==> config.mk <==
export PLATFORM = sky130hd
export DESIGN_NAME = bcd_scan_counter
export DESIGN_NICKNAME = d
export VERILOG_FILES = /design/src/rtl/bcd_scan_counter.sv
export SDC_FILE = /design/constraint.sdc
export NUM_CORES = 1
export LEC_CHECK = 0
export CAP_MARGIN = 20
export CORE_UTILIZATION = 60
export DETAILED_ROUTE_END_ITERATION = 12
export PLACE_DENSITY_LB_ADDON = 0.15
export SYNTH_ARGS = -nofsm -noshare
export SYNTH_HDL_FRONTEND = slang
export SYNTH_SLANG_ARGS = --single-unit
==> constraint.sdc <==
create_clock -name Clk -period 3.35 [get_ports Clk]
set_input_delay 0.5025 -clock Clk [delete_from_list [all_inputs] [get_ports Clk]]
set_output_delay 0.5025 -clock Clk [all_outputs]
set_load 0.01 [all_outputs]
==> src/rtl/bcd_scan_counter.sv <==
// Multi-digit BCD up/down counter with a multiplexed common-anode scan driver
// feeding a latched 7-segment decoder (lamp test, blank gaps, leading-zero blanking).
module bcd_scan_counter #(
    parameter int N_DIG      = 4,
    parameter int DIV_SCAN   = 1000,
    parameter int BLANK_CYC  = 8,
    parameter int LT_SCANS   = 2,
    parameter int ZERO_BLANK = 1
) (
    input  logic               Clk,
    input  logic               Reset_n,
    input  logic               Habilitar,
    input  logic               Sentido,
    input  logic               Cargar,
    input  logic [4*N_DIG-1:0] Dato,
    output logic [0:3]         Entradas,
    output logic [0:1]         LT_BI,
    output logic               LE,
    output logic [N_DIG-1:0]   Anodos,
    output logic               Desborde
);

    localparam int LAMP_LEN = LT_SCANS * N_DIG * DIV_SCAN;
    localparam int TW       = $clog2(LAMP_LEN);
    localparam int IW       = (N_DIG > 1) ? $clog2(N_DIG) : 1;

    localparam logic [TW-1:0] LAMP_LAST = TW'(LAMP_LEN - 1);
    localparam logic [TW-1:0] GAP_LAST  = TW'(BLANK_CYC - 1);
    localparam logic [TW-1:0] SHOW_LAST = TW'(DIV_SCAN - BLANK_CYC - 1);
    localparam logic [IW-1:0] IDX_LAST  = IW'(N_DIG - 1);

    typedef enum logic [1:0] {LAMP, GAP, SHOW} state_t;

    state_t             state_q;
    logic [TW-1:0]      timer_q;
    logic [IW-1:0]      idx_q;
    logic [IW-1:0]      idx_nx;
    logic               lz_q;
    logic [4*N_DIG-1:0] cnt_q, cnt_d;
    logic               wrap_d, carry_c;
    logic               des_q;
    logic [3:0]         ent_q;
    logic [1:0]         ltbi_q;
    logic               le_q;
    logic [N_DIG-1:0]   an_q;

    function automatic logic [3:0] digit_at(input logic [4*N_DIG-1:0] v, input logic [IW-1:0] idx);
        logic [3:0] d;
        d = 4'd0;
        for (int i = 0; i < N_DIG; i++)
            if (IW'(i) == idx) d = v[4*i +: 4];
        return d;
    endfunction

    // Blank only when this digit and every more-significant digit is zero; digit 0 always shows.
    function automatic logic lead_zero(input logic [4*N_DIG-1:0] v, input logic [IW-1:0] idx);
        logic z;
        z = 1'b1;
        for (int i = 0; i < N_DIG; i++)
            if (i >= int'(idx) && v[4*i +: 4] != 4'd0) z = 1'b0;
        return (ZERO_BLANK != 0) && (idx != '0) && z;
    endfunction

    function automatic logic [N_DIG-1:0] sel_mask(input logic [IW-1:0] idx);
        logic [N_DIG-1:0] m;
        m = '1;
        for (int i = 0; i < N_DIG; i++)
            if (IW'(i) == idx) m[i] = 1'b0;
        return m;
    endfunction

    // Decimal ripple: carry/borrow propagates while digits sit at their limit.
    always_comb begin
        cnt_d   = cnt_q;
        wrap_d  = 1'b0;
        carry_c = 1'b0;
        if (Cargar) begin
            for (int i = 0; i < N_DIG; i++)
                cnt_d[4*i +: 4] = (Dato[4*i +: 4] > 4'd9) ? 4'd0 : Dato[4*i +: 4];
        end else if (Habilitar) begin
            carry_c = 1'b1;
            for (int i = 0; i < N_DIG; i++) begin
                if (carry_c) begin
                    if (Sentido) begin
                        if (cnt_q[4*i +: 4] == 4'd9) begin
                            cnt_d[4*i +: 4] = 4'd0;
                        end else begin
                            cnt_d[4*i +: 4] = cnt_q[4*i +: 4] + 4'd1;
                            carry_c         = 1'b0;
                        end
                    end else begin
                        if (cnt_q[4*i +: 4] == 4'd0) begin
                            cnt_d[4*i +: 4] = 4'd9;
                        end else begin
                            cnt_d[4*i +: 4] = cnt_q[4*i +: 4] - 4'd1;
                            carry_c         = 1'b0;
                        end
                    end
                end
            end
            wrap_d = carry_c;
        end
    end

    assign idx_nx = (idx_q == IDX_LAST) ? '0 : idx_q + 1'b1;

    always_ff @(posedge Clk) begin
        if (!Reset_n) begin
            cnt_q   <= '0;
            des_q   <= 1'b0;
            state_q <= LAMP;
            timer_q <= '0;
            idx_q   <= '0;
            lz_q    <= 1'b0;
            ent_q   <= 4'd0;
            ltbi_q  <= 2'b00;
            le_q    <= 1'b0;
            an_q    <= '0;
        end else begin
            cnt_q <= cnt_d;
            des_q <= wrap_d;
            case (state_q)
                LAMP: begin
                    if (timer_q == LAMP_LAST) begin
                        state_q <= GAP;
                        timer_q <= '0;
                        idx_q   <= '0;
                        ent_q   <= digit_at(cnt_q, '0);
                        lz_q    <= lead_zero(cnt_q, '0);
                        an_q    <= '1;
                        ltbi_q  <= 2'b10;
                        le_q    <= 1'b0;
                    end else begin
                        timer_q <= timer_q + 1'b1;
                    end
                end
                GAP: begin
                    if (timer_q == GAP_LAST) begin
                        state_q <= SHOW;
                        timer_q <= '0;
                        an_q    <= sel_mask(idx_q);
                        ltbi_q  <= lz_q ? 2'b10 : 2'b11;
                        le_q    <= 1'b1;
                    end else begin
                        timer_q <= timer_q + 1'b1;
                    end
                end
                SHOW: begin
                    // Digit value is sampled only here, so Entradas is frozen while LE holds.
                    if (timer_q == SHOW_LAST) begin
                        state_q <= GAP;
                        timer_q <= '0;
                        idx_q   <= idx_nx;
                        ent_q   <= digit_at(cnt_q, idx_nx);
                        lz_q    <= lead_zero(cnt_q, idx_nx);
                        an_q    <= '1;
                        ltbi_q  <= 2'b10;
                        le_q    <= 1'b0;
                    end else begin
                        timer_q <= timer_q + 1'b1;
                    end
                end
                default: begin
                    state_q <= LAMP;
                    timer_q <= '0;
                end
            endcase
        end
    end

    assign Entradas = ent_q;
    assign LT_BI    = ltbi_q;
    assign LE       = le_q;
    assign Anodos   = an_q;
    assign Desborde = des_q;

endmodule
Word-level counts from Yosys, hierarchy flattened
Cells that the tools add are included.
{"block": "totals", "ff_bits": 46, "out_inout_bits": 12, "elab_cells": 167}
{"block": "op_classes", "n_addsub": 10, "magnitude_cmp": 7, "eq_ne": 19, "n_mux": 86, "n_bitwise": 3, "n_reduce_logical": 29}
{"cell": "$mux 4", "n": 28}
{"cell": "$mux 13", "n": 3}
{"cell": "$pmux 13 s3", "n": 1}
{"cell": "$mux 1", "n": 36}
{"cell": "$mux 16", "n": 2}
{"cell": "$mux 2", "n": 9}
{"cell": "$add 4x1->4 const B", "n": 4}
{"cell": "$eq 4x4->1 const B", "n": 4}
{"cell": "$gt 4x4->1 const B", "n": 4}
{"cell": "$logic_not 4->1", "n": 4}
{"cell": "$reduce_bool 4->1", "n": 4}
{"cell": "$sub 4x1->4 const B", "n": 4}
{"cell": "$add 13x1->13 const B", "n": 1}
{"cell": "$eq 13x10->1 const B", "n": 1}
{"cell": "$eq 13x13->1 const B", "n": 1}
{"cell": "$eq 13x3->1 const B", "n": 1}
{"cell": "$pmux 2 s3", "n": 2}
{"cell": "$pmux 4 s3", "n": 1}
{"cell": "$reduce_bool 2->1", "n": 6}
{"cell": "$eq 2x2->1 const A", "n": 4}
{"cell": "$pmux 4 s2", "n": 1}
{"cell": "$logic_not 2->1", "n": 3}
{"cell": "$ne 2x2->1 const B", "n": 3}
{"cell": "$reduce_and 2->1", "n": 3}
{"cell": "15 further kinds", "n": 24}

Logic depth before layout (Yosys ltp)
Gate-level depths: netlist of the first run.
{"block": "depth", "word_depth": 14, "ltp_mapped": 8, "ltp_nobuf": 6}

Worst setup path before layout of the first run
No wires, ideal clock.
{"block": "synth_timing", "kind": "input to register", "from": "input Habilitar", "to": "register cnt_q[9]", "setup_time_ns": 0.122, "arrival_time_ns": 1.880, "t_required_ns": 3.228, "path_slack_ns": 1.349, "cell_stages": 6, "path_buffers": 1, "cell_sequence": "buf_2 -> nor3b_1 -> o21ai_1 -> nor3_2 -> a21oi_1 -> o311a_1"}
{"block": "synth_via", "elab_chain_cells": 2}
{"element": "start, declared", "line": "12", "text": "input logic Habilitar,"}
{"element": "$reduce_bool 2->1 (no line)"}
{"element": "$reduce_and 2->1 (no line)"}
{"element": "end signal, assigned", "line": "120", "text": "cnt_q <= cnt_d;"}
{"element": "end, declared", "line": "39", "text": "logic [4*N_DIG-1:0] cnt_q, cnt_d;"}
No other way between the ends.
A chain may end at the register's enable or synchronous reset.

Worst setup path in the final report of the first run
Ends and elaborated chain as after synthesis.

==> results.md, run 1 <==
- Status: finished, violations left
- Failing checks: design-rule violations
- Worst-path maximum fanout: 8
- Power share of the clock group: 31.4%
- Post-DP HPWL: 4910 µm
- GP Congestion: 0.868
- WP data arrival: 2.63 ns
- Crit Path Category: input pin to flop
- Initial Util: 63.9%
- IO buf count: 32
- Startpoint types: input pin
- FF+latch count, synth: 46
- First-pass GRT wire length: 11900 µm
- Via count: 2839
- CTS Buf Count: 5
- Sequential share of the synthesized area: 32.5%
- CTS tree: done
- Hold Worst Slack: 0.470 ns
- Max Clock Skew: 0.0111 ns
- Largest family of logic cells by synthesized area: compound AO/OA/AOI/OAI gates
- Initial antenna violation count: 0
- Final wirelength: 6990 µm
- Final ANT Viol Nets: 0
- Core Box Area: 0.00444 mm²
- Initial DRC count: 174
- Ys flop type: dfxtp_1
- Residual DRC: 2
- Post-synthesis mux area share: 0.353%
- Post-synthesis compound-gate area fraction: 28.8%
- Ant. Diodes: 0
- Area delta synth->final: 13.4%
- Critical-path cell list: clkdlybuf4s50_1 -> nor3b_1 -> o21ai_1 -> nor3_2 -> a21oi_1 -> o311a_1
- Chip width: 70.8 µm
- All-layer global routing usage: 29.3%
- Drt wl/cell: 15.8 µm
- Peak VDD IR: 211 µV
- Static Leak: 1.10 nW
- Largest delay share family, worst path: simple AND/OR/NAND/NOR gates
- Post-Synth XOR/XNOR Area: 5.86%
- Die area: 0.00501 mm²
- Cells after Synth: 376
- Post-place instance area: 0.00313 mm²
- Max incr delay on CP: 0.62 ns
- Psw: 0.000326 W
- GRT overflow: 0
- Hold buffers post-CTS: 0
- Switching share of power: 29.3%
- Share of cells above drive strength 1: 4.87%
- Fmax: 412 MHz
- Worst-Margin Slew: 0.866 ns
- Post-Synth Simple-Gate Area: 23.7%
- Fin. Hold Viols: 0
- Cell variety after synth: 63
- Synth Area per Inst: 7.55 µm²
- Site row count: 24
- EDFF count, synth: 0
- Detailed Routing Iterations Pass 1: 9
- Total Nets Final: 415
- Vias in the first global route: 2547
- Fraction of the mapped netlist area in adder cells: 2.20%
- I/O pins: 33
- Slew margin rel.: 42.0%
- Crit share post-route: 72.5%
- CTS resizes: 0
- Req. time, crit path: 3.55 ns
- Synth warn: 0
- Asr flop ratio synth: 0%
- Setup bufs post-CTS: 0
- Vias per cell: 6.42
- Largest net degree at the start of global routing: 20
- Worst Hold Class: flop to flop
- Post-Syn Area: 0.00284 mm²
- Max Buffers Root-to-Sink: 2
- Syn nets: 402
- Max-slew violations: 0
- Final instance area: 0.00322 mm²
- Post-route setup TNS: 0 ns
- Sequential share of power: 53.5%
- Clk root buf: clkbuf_8
- Place WS: 0.653 ns
- Worst path buffer plus inverter count: 1
- Die height: 70.8 µm
- Final worst-path setup slack: 0.921 ns
- Min Tclk post-route: 2.43 ns
- Htree depth: 2
- Sink Count: 46
- RSZ-0062 raised after global routing: no
- PwrDens: 346 mW/mm²
- Clk Latency, worst-skew pair: 0.31 ns
- Setup violators final: 0
- Max-Cap Viols: 0
- Slowest CP cell: clkdlybuf4s50_1
- Comb power frac: 15.1%
- Crit. End Element: flop
- Int Power: 0.000788 W
- Clock transition at path regs: 0.10 ns
power by group through the flow:
stage / logic [W] / clock network (W) / registers, W
4_1_cts: 0.000166 / 0.000347 / 0.000595
3_5_place_dp: 0.000165 / 0 / 0.000608
6_report: 0.000168 / 0.000350 / 0.000596
3_3_place_gp: 0.000161 / 0 / 0.000607
2_1_floorplan: 0.000135 / 0 / 0.000580
5_1_grt: 0.000188 / 0.000369 / 0.000599
layout by cell type, fill, tap and decap left out, types with 2 or more instances in the layout:
master / instances
a211oi_1: 7
a21oi_1: 38
a221oi_1: 5
a31oi_1: 8
and3_1: 6
buf_4: 4
clkbuf_8: 5
clkdlybuf4s50_1: 32
dfxtp_1: 46
ha_1: 5
inv_1: 16
nand2_1: 22
nand2b_1: 6
nand3_1: 21
nand3b_1: 2
nand4_1: 3
nor2_1: 37
nor2b_1: 2
nor3_1: 4
nor3b_1: 2
nor4_1: 4
nor4_2: 2
o2111ai_1: 2
o21a_1: 9
o21ai_0: 22
o21ai_1: 7
o22ai_1: 5
o31ai_1: 4
or2_2: 2
or3_1: 6
or3b_1: 2
or4_1: 3
xnor2_1: 11
xor2_1: 8
flip-flops by register name, indices dropped and copies added, names as in the netlist:
register / flops
LE: 1
LT_BI: 2
idx_q: 2
timer_q: 13
Desborde: 1
Anodos: 4
lz_q: 1
state_q: 2
Entradas: 4
cnt_q: 16
area by class of cell:
| type | count | area [µm²] |
|---|---|---|
| timing repair buffer | 36 | 350 |
| inverter | 18 | 67.6 |
| clock buffer | 6 | 72.6 |
| multi-input combinational | 282 | 1730 |
| tap | 52 | 65.1 |
| clock inverter | 2 | 13.8 |
| fill | 374 | 1220 |
| sequential | 46 | 921 |
Yosys cell counts, types with 2 or more instances:
cell       count  area share [%]
dfxtp_1       46              32
a21oi_1       38             6.7
nor2_1        37             4.9
clkbuf_1      23             3.0
nand2_1       22             2.9
o21ai_0       22             3.9
nand3_1       21             3.7
inv_1         16             2.1
xnor2_1       11             3.4
o21a_1         9             2.4
a31oi_1        8             1.8
xor2_1         8             2.5
a211oi_1       7             1.9
o21ai_1        7             1.2
and3_1         6             1.3
buf_2          6             1.1
nand2b_1       6             1.3
or3_1          6             1.3
a221oi_1       5             1.5
ha_1           5             2.2
o22ai_1        5             1.1
nor3_1         4            0.71
nor4_1         4            0.88
o31ai_1        4             1.1
nand4_1        3            0.66
or4_1          3            0.79
nand3b_1       2            0.53
nor2b_1        2            0.44
nor3b_1        2            0.53
nor4_2         2            0.88
o2111ai_1      2            0.62
or2_2          2            0.44
or3b_1         2            0.62
through the flow:
step / util (%) / total power (W) / instances
detailed placement: 70.5 / 0.000772 / 434
global route: 72.4 / 0.00116 / 442
global placement: 70.5 / 0.000768 / 434
finish: 72.4 / 0.00111 / 442
floorplan: - / 0.000715 / 376
CTS: 72.4 / 0.00111 / 442
cell families (layout without fill, tap and decap cells):
kind of cell	Yosys count	count (layout)
DFF	46	46
and+or+nand+nor	130	130
muxes	1	1
adders and majority gates	5	5
xor gates and xnor gates	19	19
AOI/OAI and AO/OA	127	127
buffers and inverters	48	62
routing by layer:
metal | vias up | global-route usage [%] | share of wire (%)
met5 | - | 0 | 0
met4 | 0 | 12.4 | 2.5
met3 | 22 | 4.84 | 5.8
met2 | 119 | 46.4 | 46
met1 | 1298 | 39.8 | 46
li1 | 1400 | - | -
path summary, 6_finish.rpt:
check,start,to,slack (ns),depth (start not counted)
min reg2reg,lz_q$_SDFFE_PN0P_,lz_q$_SDFFE_PN0P_,0.47,2
max reg2reg,timer_q[0]$_SDFF_PN0_,timer_q[2]$_SDFF_PN0_,0.92,6
max,Habilitar,cnt_q[9]$_SDFFE_PN0P_,0.92,6
min,lz_q$_SDFFE_PN0P_,lz_q$_SDFFE_PN0P_,0.47,2
worst register-to-register path: cells and delay by family, from the launching register on:
family                     cells  cell delay (ns)
and+or+nand+nor                2             0.23
AOI/OAI and AO/OA              3             1.38
DFF                            1             0.40
adders and majority gates      1             0.27
Note: power is estimated with default switching activity, not from simulation.
==> inputs of run 2 (changes only) <==
--- a/config.mk
+++ b/config.mk
@@ -6,7 +6,7 @@
 export NUM_CORES = 1
 export LEC_CHECK = 0
 export CAP_MARGIN = 20
-export CORE_UTILIZATION = 60
+export CORE_UTILIZATION = 51
 export DETAILED_ROUTE_END_ITERATION = 12
 export PLACE_DENSITY_LB_ADDON = 0.15
 export SYNTH_ARGS = -nofsm -noshare
==> constraint.sdc (replaced) <==
create_clock -name Clk -period 1.97 [get_ports Clk]
set_input_delay 0.2955 -clock Clk [delete_from_list [all_inputs] [get_ports Clk]]
set_output_delay 0.2955 -clock Clk [all_outputs]
set_load 0.01 [all_outputs]
==> run 2 against run 1 <==
  * Critical path depth is 2 higher
  * Worst hold slack worse by 0.00092 ns
  * Clock power is 110% higher
  * Highest routed layer unchanged
  * Clock skew is 0.0014 ns lower
  * Via count is 3.4% higher
  * The run now ends clean
  * Non-clock buffer count is 42 higher
==> results.md, run 2 (same netlist as run 1, synthesis figures left out) <==
- Post-route setup TNS: 0 ns (unchanged)
- Hold Path Sink: Anodos[0]$_SDFFE_PN0P_
- Crit Reg-Reg Endpoint: idx_q[0]$_SDFFE_PN0P_
- IO buf count: 32 (unchanged)
- Hold Worst Slack: 0.469 ns (-0.000917 ns)
- Die height: 76.6 µm (+8.2%)
- Reg2reg start: timer_q[4]$_SDFF_PN0_
- Detailed Routing Iterations Pass 1: 4 (-5)
- Crit share post-route: 96.5%
- Initial Util: 54.2% (-9.7 points)
- Site row count: 26 (+8.3%)
- Static Leak: 1.36 nW (+24%)
- Grt peak-use layer: met2
- RSZ-0062 raised after global routing: yes
- Drt wl/cell: 15.0 µm (-5.5%)
- Reg area: 921 µm² (unchanged)
- Max-Cap Viols: 0 (unchanged)
- Peak VDD IR: 391 µV (+85%)
- PwrDens: 578 mW/mm² (+67%)
- Hold path depth: 1 (-1)
- Largest net degree at the start of global routing: 23 (+15%)
- CTS tree: done
- Clk root buf: clkbuf_8
- Residual DRC: 0 (-2)
- All-layer global routing usage: 26.2% (-3.1 points)
- Core Box Area: 0.00524 mm² (+18%)
- Clk Latency, worst-skew pair: 0.31 ns (about the same)
- Share of cells above drive strength 1: 15.0% (+10 points)
- Max-slew violations: 0 (unchanged)
- CTS Buf Count: 5 (unchanged)
- Largest Register: cnt_q
- GRT overflow: 0 (unchanged)
- Commonest non-fill, non-tap cells in the layout: 46 x dfxtp_1, 46 x buf_4, 38 x a21oi_1
- Setup violators final: 0 (unchanged)
- Req. time, crit path: 2.23 ns (-1.32 ns)
- Largest delay share family, worst path: buffers and inverters
- Critical-path cell list: clkdlybuf4s50_1 -> nor3b_1 -> buf_4 -> o21ai_1 -> buf_4 -> or3_1 -> a21oi_1 -> o21a_1
- Max incr delay on CP: 0.47 ns (-0.15 ns)
- First-pass GRT wire length: 12500 µm (+5.7%)
- Placed cells: 494 (+14%)
- Register-to-Register Path Depth: 5 (-1)
- Fin cells: 502 (+14%)
- Slew margin rel.: 73.1% (+31 points)
- Crit Path Category: input pin to flop
- Min Tclk post-route: 1.90 ns
- Via count: 2936 (+3.4%)
- Worst Hold Class: flop to flop
- Final wirelength: 7510 µm (+7.3%)
- Fmax: 526 MHz
- Slowest CP cell: clkdlybuf4s50_1
- Worst-Margin Slew: 0.403 ns (-0.463 ns)
- Flop2flop setup slack: 0.08 ns (-0.84 ns)
- Most used cell, CP: buf_4
- I/O pins: 33 (unchanged)
- Max Buffers Root-to-Sink: 2 (unchanged)
- Setup bufs post-CTS: 0 (unchanged)
- Final core utilization: 69.3% (-3.1 points)
- Top flop regs: cnt_q: 16 flops, timer_q: 13 flops
- Total Nets Final: 457 (+10%)
- Met3 Use GR: 4.19% (-0.65 points)
- Hold Crit Start: Anodos[0]$_SDFFE_PN0P_
- Area delta synth->final: 27.9%
- Sink Count: 46 (unchanged)
- Chip width: 76.6 µm (+8.2%)
- Multi-input gate area: 0.00178 mm² (+2.7%)
- Ant. Diodes: 0 (unchanged)
- M2 GR Usage: 42.2% (-4.2 points)
- Die area: 0.00587 mm² (+17%)
- Status: finished, final reports clean
- Initial antenna violation count: 0 (unchanged)
- Fin. Hold Viols: 0 (unchanged)
- Startpoint types: input pin
- Max Clock Skew: 0.00963 ns (-0.00143 ns)
- Vias per cell: 5.85 (-8.9%)
- Worst-path maximum fanout: 6 (-2)
- Worst path buffer plus inverter count: 3 (+2)
- Filler cells: 437 (+17%)
- Clock transition at path regs: 0.09 ns (about the same)
- M1 GR Usage: 35.2% (-4.5 points)
- Final ANT Viol Nets: 0 (unchanged)
- Htree depth: 2 (unchanged)
- Vias in the first global route: 2730 (+7.2%)
- Initial DRC count: 210 (+21%)
- GP Congestion: 0.896 (+3.2%)
- Max FFs per register: 16 (unchanged)
- Post-DP HPWL: 5310 µm (+8.1%)
- WP data arrival: 2.16 ns (-0.47 ns)
- Crit. End Element: flop
run 2: area by class of cell:
class / count / share of cell area [%]
timing repair buffer: 78 / 18.4
tap: 70 / 2.41
multi-input combinational: 282 / 48.9
clock buffer: 6 / 2.00
inverter: 18 / 1.86
clock inverter: 2 / 1.03
sequential: 46 / 25.4
run 2: stage by stage:
step | worst slack [ns] | total power (W) | instance area, µm²
after floorplan | 0.113 | 0.00122 | 2840
after global placement | -0.219 | 0.00137 | 3470
after detailed placement | -0.271 | 0.00138 | 3470
final | 0.0681 | 0.00210 | 3630
after CTS | 0.0359 | 0.00209 | 3580
after global routing | -0.0166 | 0.00218 | 3630
run 2: worst max path at each step:
stage	start	end	slack (ns)	cells after the start
final	Habilitar	cnt_q[7]$_SDFFE_PN0P_	0.07	8
after global routing	timer_q[2]$_SDFF_PN0_	timer_q[11]$_SDFF_PN0_	-0.02	6
after CTS	timer_q[12]$_SDFF_PN0_	idx_q[0]$_SDFFE_PN0P_	0.04	5
after detailed placement	Sentido	cnt_q[15]$_SDFFE_PN0P_	-0.27	7
after global placement	Habilitar	Desborde$_SDFF_PP0_	-0.22	6
after floorplan	timer_q[0]$_SDFF_PN0_	idx_q[0]$_SDFFE_PN0P_	0.11	6
run 2: repair_timing:
action	CTS	global route
resized for setup	0	8
hold buffers	0	0
setup endpoints to repair	0	26
run 2: per-layer routing:
| layer | wire length [µm] | up-vias | part of all wire, % |
|---|---|---|---|
| met4 | 89 | 0 | 1.2 |
| li1 | - | 1467 | - |
| met3 | 403 | 9 | 5.4 |
| met1 | 3560 | 1370 | 47 |
| met5 | 0 | - | 0 |
| met2 | 3460 | 90 | 46 |
run 2: power by group:
group,switching [W],internal [W]
sequential,0.0000357,0.000955
combinational,0.000192,0.000189
clock,0.000346,0.000379
